### config.mk
export PLATFORM = sky130hd
export DESIGN_NAME = uart_rx_oversample
export DESIGN_NICKNAME = d
export VERILOG_FILES = /design/src/rtl/uart_rx_oversample.sv
export SDC_FILE = /design/constraint.sdc
export NUM_CORES = 1
export LEC_CHECK = 0
export CAP_MARGIN = 25
export CORE_UTILIZATION = 35
export DETAILED_ROUTE_END_ITERATION = 7
export PLACE_DENSITY = 0.53
export SLEW_MARGIN = 20
export SYNTH_ARGS = -nofsm -noshare
export SYNTH_HDL_FRONTEND = slang
export SYNTH_SLANG_ARGS = --single-unit
### constraint.sdc
create_clock -name clk -period 6.42 [get_ports clk]
set_clock_uncertainty 0.15 [all_clocks]
set_input_delay 1.284 -clock clk [delete_from_list [all_inputs] [get_ports clk]]
set_output_delay 1.284 -clock clk [all_outputs]
set_load 0.005 [all_outputs]
### src/rtl/uart_rx_oversample.sv
// uart_rx_oversample: 8N1 UART receiver with a 16x oversample tick divider,
// a 2-flop input synchronizer and a 3-sample majority vote per bit.
// Received bytes are held in a valid/ready output register. Framing errors
// and overruns are reported as 1-cycle pulses.
`timescale 1ns/1ps

module uart_rx_oversample #(
    parameter int unsigned TICK_DIV = 27   // clk cycles per oversample tick, legal 2..255
) (
    input  logic       clk,
    input  logic       reset,        // asynchronous, active-low
    input  logic       iRX_DATA,
    input  logic       iRX_READY,
    output logic [7:0] oRX_BYTE,
    output logic       oRX_VALID,
    output logic       oFRAME_ERR,
    output logic       oOVERRUN,
    output logic       oBUSY
);

    typedef enum logic [2:0] {
        ST_IDLE,
        ST_START,
        ST_DATA,
        ST_STOP,
        ST_WAIT_IDLE
    } state_t;

    localparam logic [7:0] TICK_LAST = 8'(TICK_DIV - 1);

    logic       sync1_q, sync2_q;
    logic       rx_s;
    state_t     state_q;
    logic [7:0] tcnt_q, tcnt_d;
    logic [3:0] scnt_q, scnt_d;
    logic [2:0] bidx_q;
    logic       samp7_q, samp8_q;
    logic [7:0] shreg_q;
    logic [7:0] rx_byte_q;
    logic       rx_valid_q, frame_err_q, overrun_q, busy_q;

    logic       tick, eval_tick, end_tick, maj, pop;

    // Two-flop synchronizer for the asynchronous serial line.
    always_ff @(posedge clk or negedge reset) begin
        // NOTE: the synchronizer resets to the idle (high) level, otherwise
        // leaving reset would look like a start edge.
        if (!reset) begin
            sync1_q <= 1'b1;
            sync2_q <= 1'b1;
        end else begin
            // NOTE: non-blocking assignments keep the two flops as a real
            // pipeline; blocking would collapse them into one stage.
            sync1_q <= iRX_DATA;
            sync2_q <= sync1_q;
        end
    end

    assign rx_s      = sync2_q;
    assign tick      = (tcnt_q == TICK_LAST);
    assign eval_tick = tick && (scnt_q == 4'd9);
    assign end_tick  = tick && (scnt_q == 4'd15);
    // Third sample is the live synchronized line on the scnt==9 tick.
    assign maj       = (samp7_q & samp8_q) | (samp7_q & rx_s) | (samp8_q & rx_s);
    assign pop       = rx_valid_q & iRX_READY;

    // Oversample timebase: held at zero while idle so every frame is
    // phase-locked to its own start edge.
    always_comb begin
        // NOTE: defaults first so every path assigns both outputs (no latch).
        tcnt_d = tcnt_q;
        scnt_d = scnt_q;
        if (state_q == ST_IDLE) begin
            tcnt_d = '0;
            scnt_d = '0;
        end else if (tick) begin
            tcnt_d = '0;
            scnt_d = scnt_q + 4'd1;
        end else begin
            tcnt_d = tcnt_q + 8'd1;
        end
    end

    // Receive state machine with registered outputs and output handshake.
    always_ff @(posedge clk or negedge reset) begin
        if (!reset) begin
            state_q     <= ST_IDLE;
            tcnt_q      <= '0;
            scnt_q      <= '0;
            bidx_q      <= '0;
            samp7_q     <= 1'b0;
            samp8_q     <= 1'b0;
            shreg_q     <= '0;
            rx_byte_q   <= '0;
            rx_valid_q  <= 1'b0;
            frame_err_q <= 1'b0;
            overrun_q   <= 1'b0;
            busy_q      <= 1'b0;
        end else begin
            tcnt_q      <= tcnt_d;
            scnt_q      <= scnt_d;
            frame_err_q <= 1'b0;
            overrun_q   <= 1'b0;

            if (pop) rx_valid_q <= 1'b0;

            if (tick && scnt_q == 4'd7) samp7_q <= rx_s;
            if (tick && scnt_q == 4'd8) samp8_q <= rx_s;

            case (state_q)
                ST_IDLE: begin
                    if (!rx_s) begin
                        state_q <= ST_START;
                        busy_q  <= 1'b1;
                    end
                end
                ST_START: begin
                    if (eval_tick && maj) begin
                        // Start bit did not hold low at mid-bit: false start.
                        state_q <= ST_IDLE;
                        busy_q  <= 1'b0;
                    end else if (end_tick) begin
                        state_q <= ST_DATA;
                        bidx_q  <= '0;
                    end
                end
                ST_DATA: begin
                    if (eval_tick) shreg_q <= {maj, shreg_q[7:1]};
                    if (end_tick) begin
                        if (bidx_q == 3'd7) state_q <= ST_STOP;
                        else                bidx_q  <= bidx_q + 3'd1;
                    end
                end
                ST_STOP: begin
                    if (eval_tick) begin
                        if (maj) begin
                            state_q <= ST_IDLE;
                            busy_q  <= 1'b0;
                            if (!rx_valid_q || pop) begin
                                rx_byte_q  <= shreg_q;
                                rx_valid_q <= 1'b1;
                            end else begin
                                overrun_q <= 1'b1;
                            end
                        end else begin
                            frame_err_q <= 1'b1;
                            state_q     <= ST_WAIT_IDLE;
                        end
                    end
                end
                ST_WAIT_IDLE: begin
                    if (rx_s) begin
                        state_q <= ST_IDLE;
                        busy_q  <= 1'b0;
                    end
                end
                default: begin
                    state_q <= ST_IDLE;
                    busy_q  <= 1'b0;
                end
            endcase
        end
    end

    assign oRX_BYTE   = rx_byte_q;
    assign oRX_VALID  = rx_valid_q;
    assign oFRAME_ERR = frame_err_q;
    assign oOVERRUN   = overrun_q;
    assign oBUSY      = busy_q;

endmodule
# After elaboration in Yosys (flattened, before gate mapping)

Index checks and enable logic that the tools add are counted.

Input port bits: 4
Word-level logic and storage cells: 96
Output and inout port bits: 12
Register bits: 42

Equal/unequal tests: 21
Bitwise logic cells: 7
Muxes and demuxes: 36
Add/sub/neg operators: 3
Reductions and logical operators: 15

Operators with widths:

| cell                                                | count |
|---|---|
| two-way mux 3 bit                                   | 12 |
| != test 2 bit, second input constant                | 10 |
| two-way mux 1 bit                                   | 17 |
| two-way mux 8 bit                                   | 2 |
| case mux 3 bit (5 select lines)                     | 1 |
| equality test 4 bit, second input constant          | 3 |
| AND reduction 6 bit                                 | 2 |
| adder 8 x 1 -> 8 bit, second input constant         | 1 |
| equality test 8 x 5 -> 1 bit, second input constant | 1 |
| two-way mux 4 bit                                   | 2 |
| equality test 3 x 2 -> 1 bit, second input constant | 2 |
| equality test 3 bit, second input constant          | 2 |
| case mux 3 bit (2 select lines)                     | 1 |
| logical AND 1 bit                                   | 5 |
| case mux 1 bit (5 select lines)                     | 1 |
| AND reduction 5 bit                                 | 1 |
| adder 4 x 1 -> 4 bit, second input constant         | 1 |
| bitwise AND 1 bit                                   | 4 |
| equality test 4 x 3 -> 1 bit, second input constant | 1 |
| AND reduction 4 bit                                 | 1 |
| nonzero test 2 bit                                  | 2 |
| adder 3 x 1 -> 3 bit, second input constant         | 1 |
| equality test 3 x 1 -> 1 bit, second input constant | 1 |
| logical NOT 3 bit                                   | 1 |
| other kinds (6)                                     | 7 |

# Logic depth before layout (Yosys ltp)

Depth after elaboration: 6
Depth in mapped cells: 7
Gate-level depth less buffers: 7

# Worst setup path after synthesis

OpenSTA, ideal clock, no wires.

Path kind: input port to flip-flop
Start point: input port iRX_READY
End point: register rx_byte_q[0] (netlist: oRX_BYTE[0])
Slack: 4.070 ns
Data required time: 6.145 ns
Setup time: 0.125 ns
Data arrival time: 2.075 ns
Path buffers: 1
Stages: 4
Path through: nand2b_1 -> and4_1 -> buf_2 -> mux2_2

Word-level cells in the longest chain between the ends: 3

RTL lines:

| element                              | line | text |
|---|---|---|
| start: declaration                   | 13   | `input logic iRX_READY,` |
| bitwise AND 1 bit                    | 65   | `assign pop = rx_valid_q & iRX_READY;` |
| logical OR 1 bit                     | 139  | `if (!rx_valid_q \|\| pop) begin` |
| AND reduction 4 bit (no source line) | -    |  |
| end signal: assignment               | 140  | `rx_byte_q <= shreg_q;` |
| end: declaration                     | 39   | `logic [7:0] rx_byte_q;` |

No other way between the ends.
A chain may end at the register's enable or synchronous reset.

# Worst setup path in the final report

Start point: input port iRX_READY
End point: register rx_byte_q[1] (netlist: oRX_BYTE[1])

The elaborated chain is that of the path after synthesis.

==> Flow_metrics.wiki <==
{| class="wikitable"
! Metric !! Value
|-
| Outcome || finished clean
|-
| Area contributors post-synth || sky130_fd_sc_hd__dfrtp_1, sky130_fd_sc_hd__mux2_2, sky130_fd_sc_hd__ha_1
|-
| Share of synthesized flip-flops with an asynchronous set or reset || 1.00
|-
| Vias per cell || slightly below 5
|-
| Routability-driven placement congestion ratio || 0.795
|-
| Fraction of layout cells with a size suffix above 1 || 0.232
|-
| Initial standard-cell utilization of the core || 0.369
|-
| Final Hold Vio Count || 0
|-
| Finished Layout Cells || about 250
|-
| Total power consumption of the routed design || about 0.52 mW
|-
| Worst setup path class || in2reg
|-
| DP Worst Slack || 3.44 ns
|-
| Floorplan row count || 26
|-
| Leading cell type by number of instances after synthesis || sky130_fd_sc_hd__dfrtp_1
|-
| TritonCTS clock tree || done
|-
| Top cell types by occurrence after synthesis || sky130_fd_sc_hd__dfrtp_1, sky130_fd_sc_hd__mux2_2, sky130_fd_sc_hd__nor2_1, sky130_fd_sc_hd__nand2_1, sky130_fd_sc_hd__ha_1
|-
| Wire length of the first global-routing pass || between 5000 and 6000 µm
|-
| Chip width || about 76 µm
|-
| CTS Hold Bufs || 0
|-
| Critical path data arrival time || between 2 and 3 ns
|-
| Largest fanout of any net on the critical path || 8
|-
| Placed cell count || 238
|-
| Final-report setup violation count || 0
|-
| Minimum clock period || 2.64 ns
|-
| Worst supply voltage drop on vdd || approximately 120 µV
|-
| Worst Hold Slack || roughly 0.21 ns
|-
| Number of synthesis warnings || 0
|-
| Post-synthesis to final-layout area growth || 20.0%
|-
| Average instance area after synthesis || ~12 µm²
|-
| Part of the power in the clock network || 0.475
|-
| RSZ-0062 raised after global routing || false
|-
| Cell chosen for the clock root || sky130_fd_sc_hd__clkbuf_8
|-
| Number of global-route vias before repair || ~1200
|-
| Post-layout net count || ~190
|-
| HPWL after DPL || 2390 µm
|-
| TritonCTS Buffers || 5
|-
| Comb pwr share || 0.016
|-
| Clock-pin slew on the worst setup and hold paths || about 0.09 ns
|-
| Die Outline Area || between 0.005 and 0.006 mm²
|-
| Cell Pwr Density || roughly 230 mW/mm²
|-
| Clock latency at the later pin of the worst-skew pair || 0.30 ns
|-
| Post-route ant nets || 0
|-
| Cell type with the largest total area after synthesis || sky130_fd_sc_hd__dfrtp_1
|-
| Standard cell core area || approximately 0.0052 mm²
|-
| Max-cap viol count || 0
|-
| Starting DRC count in detailed routing || 28
|-
| Count of flip-flops with a built-in enable after synthesis || 0
|-
| Switching part of the total || 0.189
|-
| Antenna violations before repair || 0
|-
| Main synth FF type || sky130_fd_sc_hd__dfrtp_1
|-
| Bufs on Longest Clock Path || 2
|-
| Critical Path Source Type || input pin
|-
| Worst slew margin relative to its limit || 0.553
|-
| Final Worst Setup Slack || ~3.8 ns
|-
| Worst min-delay path class || reg2reg
|-
| Setup fix buffers added after clock tree synthesis || 0
|-
| Number of synthesized register bits || 42
|-
| Post-Syn Area || approximately 0.0019 mm²
|-
| Number of I/O port buffers || 15
|-
| Count of cell types in the netlist || 38
|-
| Static power due to leakage || about 1.1 nW
|-
| Share of the core filled with cells in the final layout || 0.443
|-
| Number of clock sinks || 42
|-
| Highest achievable clock rate || 378 MHz
|-
| Sum of overflow across all layers after global routing || 0
|-
| Final-report max-slew violation count || 0
|-
| Synthesized netlist cell count || approximately 160
|-
| Length of the first detailed-routing pass in iterations || 4
|-
| Number of nets in the synthesized netlist || 167
|-
| Per-cell routed wire length || about 13 µm
|-
| Sequential share of power || 0.508
|-
| Switching power summed over all nets || 0.0990 mW
|-
| Slew @ Worst Pin || ~0.66 ns
|-
| Required time at the worst-slack endpoint || 6.46 ns
|-
| Final sum of negative setup slack || 0 ns
|-
| Design area || approximately 0.0023 mm²
|-
| I/O pins || 16
|-
| Design internal power || ~0.42 mW
|-
| Vertical die dimension || approximately 76 µm
|-
| Cell area after placement || 0.00214 mm²
|-
| Inserted Diodes || 0
|-
| Number of gates resized after CTS || 0
|-
| Sequential element share of the synthesized area || 0.549
|-
| Routed Wire Length || around 3300 µm
|-
| Yosys top cell area share || 0.522
|-
| Global-route usage over all layers || 0.127
|-
| Number of vias in the routed layout || ~1200
|-
| DRC Markers || 0
|-
| Worst setup EP type || flop
|-
| Fin crit share || 0.412
|-
| Pin count of the biggest net entering global routing || 43
|-
| CTS H-tree lvls || 2
|}
## worst paths after layout
check / slack (ns) / to / startpoint / cells after the start
max: 3.78 / oRX_BYTE[1] / iRX_READY / 4
min: 0.21 / rx_s / sync1_q / 0
max reg2reg: 4.08 / oRX_BYTE[1] / tcnt_q[0] / 6
min reg2reg: 0.21 / rx_s / sync1_q / 0
max in group asynchronous: 4.87 / oOVERRUN / reset / 2
min in group asynchronous: 0.79 / state_q[2] / reset / 1
## cell type report
type,instances,area (µm²)
fill,479,2900
sequential,42,1050
multi-input combinational,107,837
timing repair buffer,16,173
tap,70,87.6
clock buffer,5,68.8
clock inverter,3,68.8
inverter,4,15.0
## sequential cells by signal (all words and copies together) (netlist names)
signal and flops:
oRX_VALID 1, sync1_q 1, scnt_q 4, rx_s 1, oFRAME_ERR 1, samp7_q 1
bidx_q 3, samp8_q 1, shreg_q 8, oRX_BYTE 8, oBUSY 1, state_q 3
tcnt_q 8, oOVERRUN 1
## logic make-up (layout without fill, tap and decap cells)
kind of cell             Yosys count  in the layout  share of synthesized area
buffers and inverters              7             28                     0.0150
flip-flops                        42             42                      0.549
XOR/XNOR                          10             10                     0.0456
adder cells (fa/ha/maj)            8              8                     0.0508
AO/OA/AOI/OAI                     11             11                     0.0489
multiplexers                      20             20                      0.117
AND/OR/NAND/NOR                   58             58                      0.173
## power by group through the flow
stage / logic (mW) / registers (mW) / clock network [mW]
global placement: 0.00708 / 0.271 / 0
finish: 0.00863 / 0.266 / 0.249
CTS: 0.00726 / 0.266 / 0.258
global route: 0.0102 / 0.266 / 0.270
floorplan: 0.000374 / 0.271 / 0
detailed placement: 0.00728 / 0.271 / 0
## critical path: stages
cell and delay (ns):
sky130_fd_sc_hd__clkdlybuf4s50_1 0.45, sky130_fd_sc_hd__nand2b_1 0.13, sky130_fd_sc_hd__and4_1 0.44, sky130_fd_sc_hd__mux2_2 0.38
## metal layers
layer	up-vias	share of wire	wire (µm)	track usage
li1	582	-	-	-
met1	614	0.47	1540	0.159
met2	20	0.49	1610	0.206
met3	6	0.032	104	0.0371
met4	0	0.015	51	0.0519
met5	-	0	0	0
## layout by cell type (no fill, tap or decap), drive strengths merged, types with 3 or more instances in the layout
master,n
mux2,20
and3,3
ha,7
nand3,4
nor3,4
xor2,4
nand4,3
clkbuf,5
a21oi,3
nand2,10
xnor2,6
nor2,18
nand2b,4
inv,4
dfrtp,40
clkdlybuf4s50,14
No activity file was read; power rests on OpenSTA's default activity.
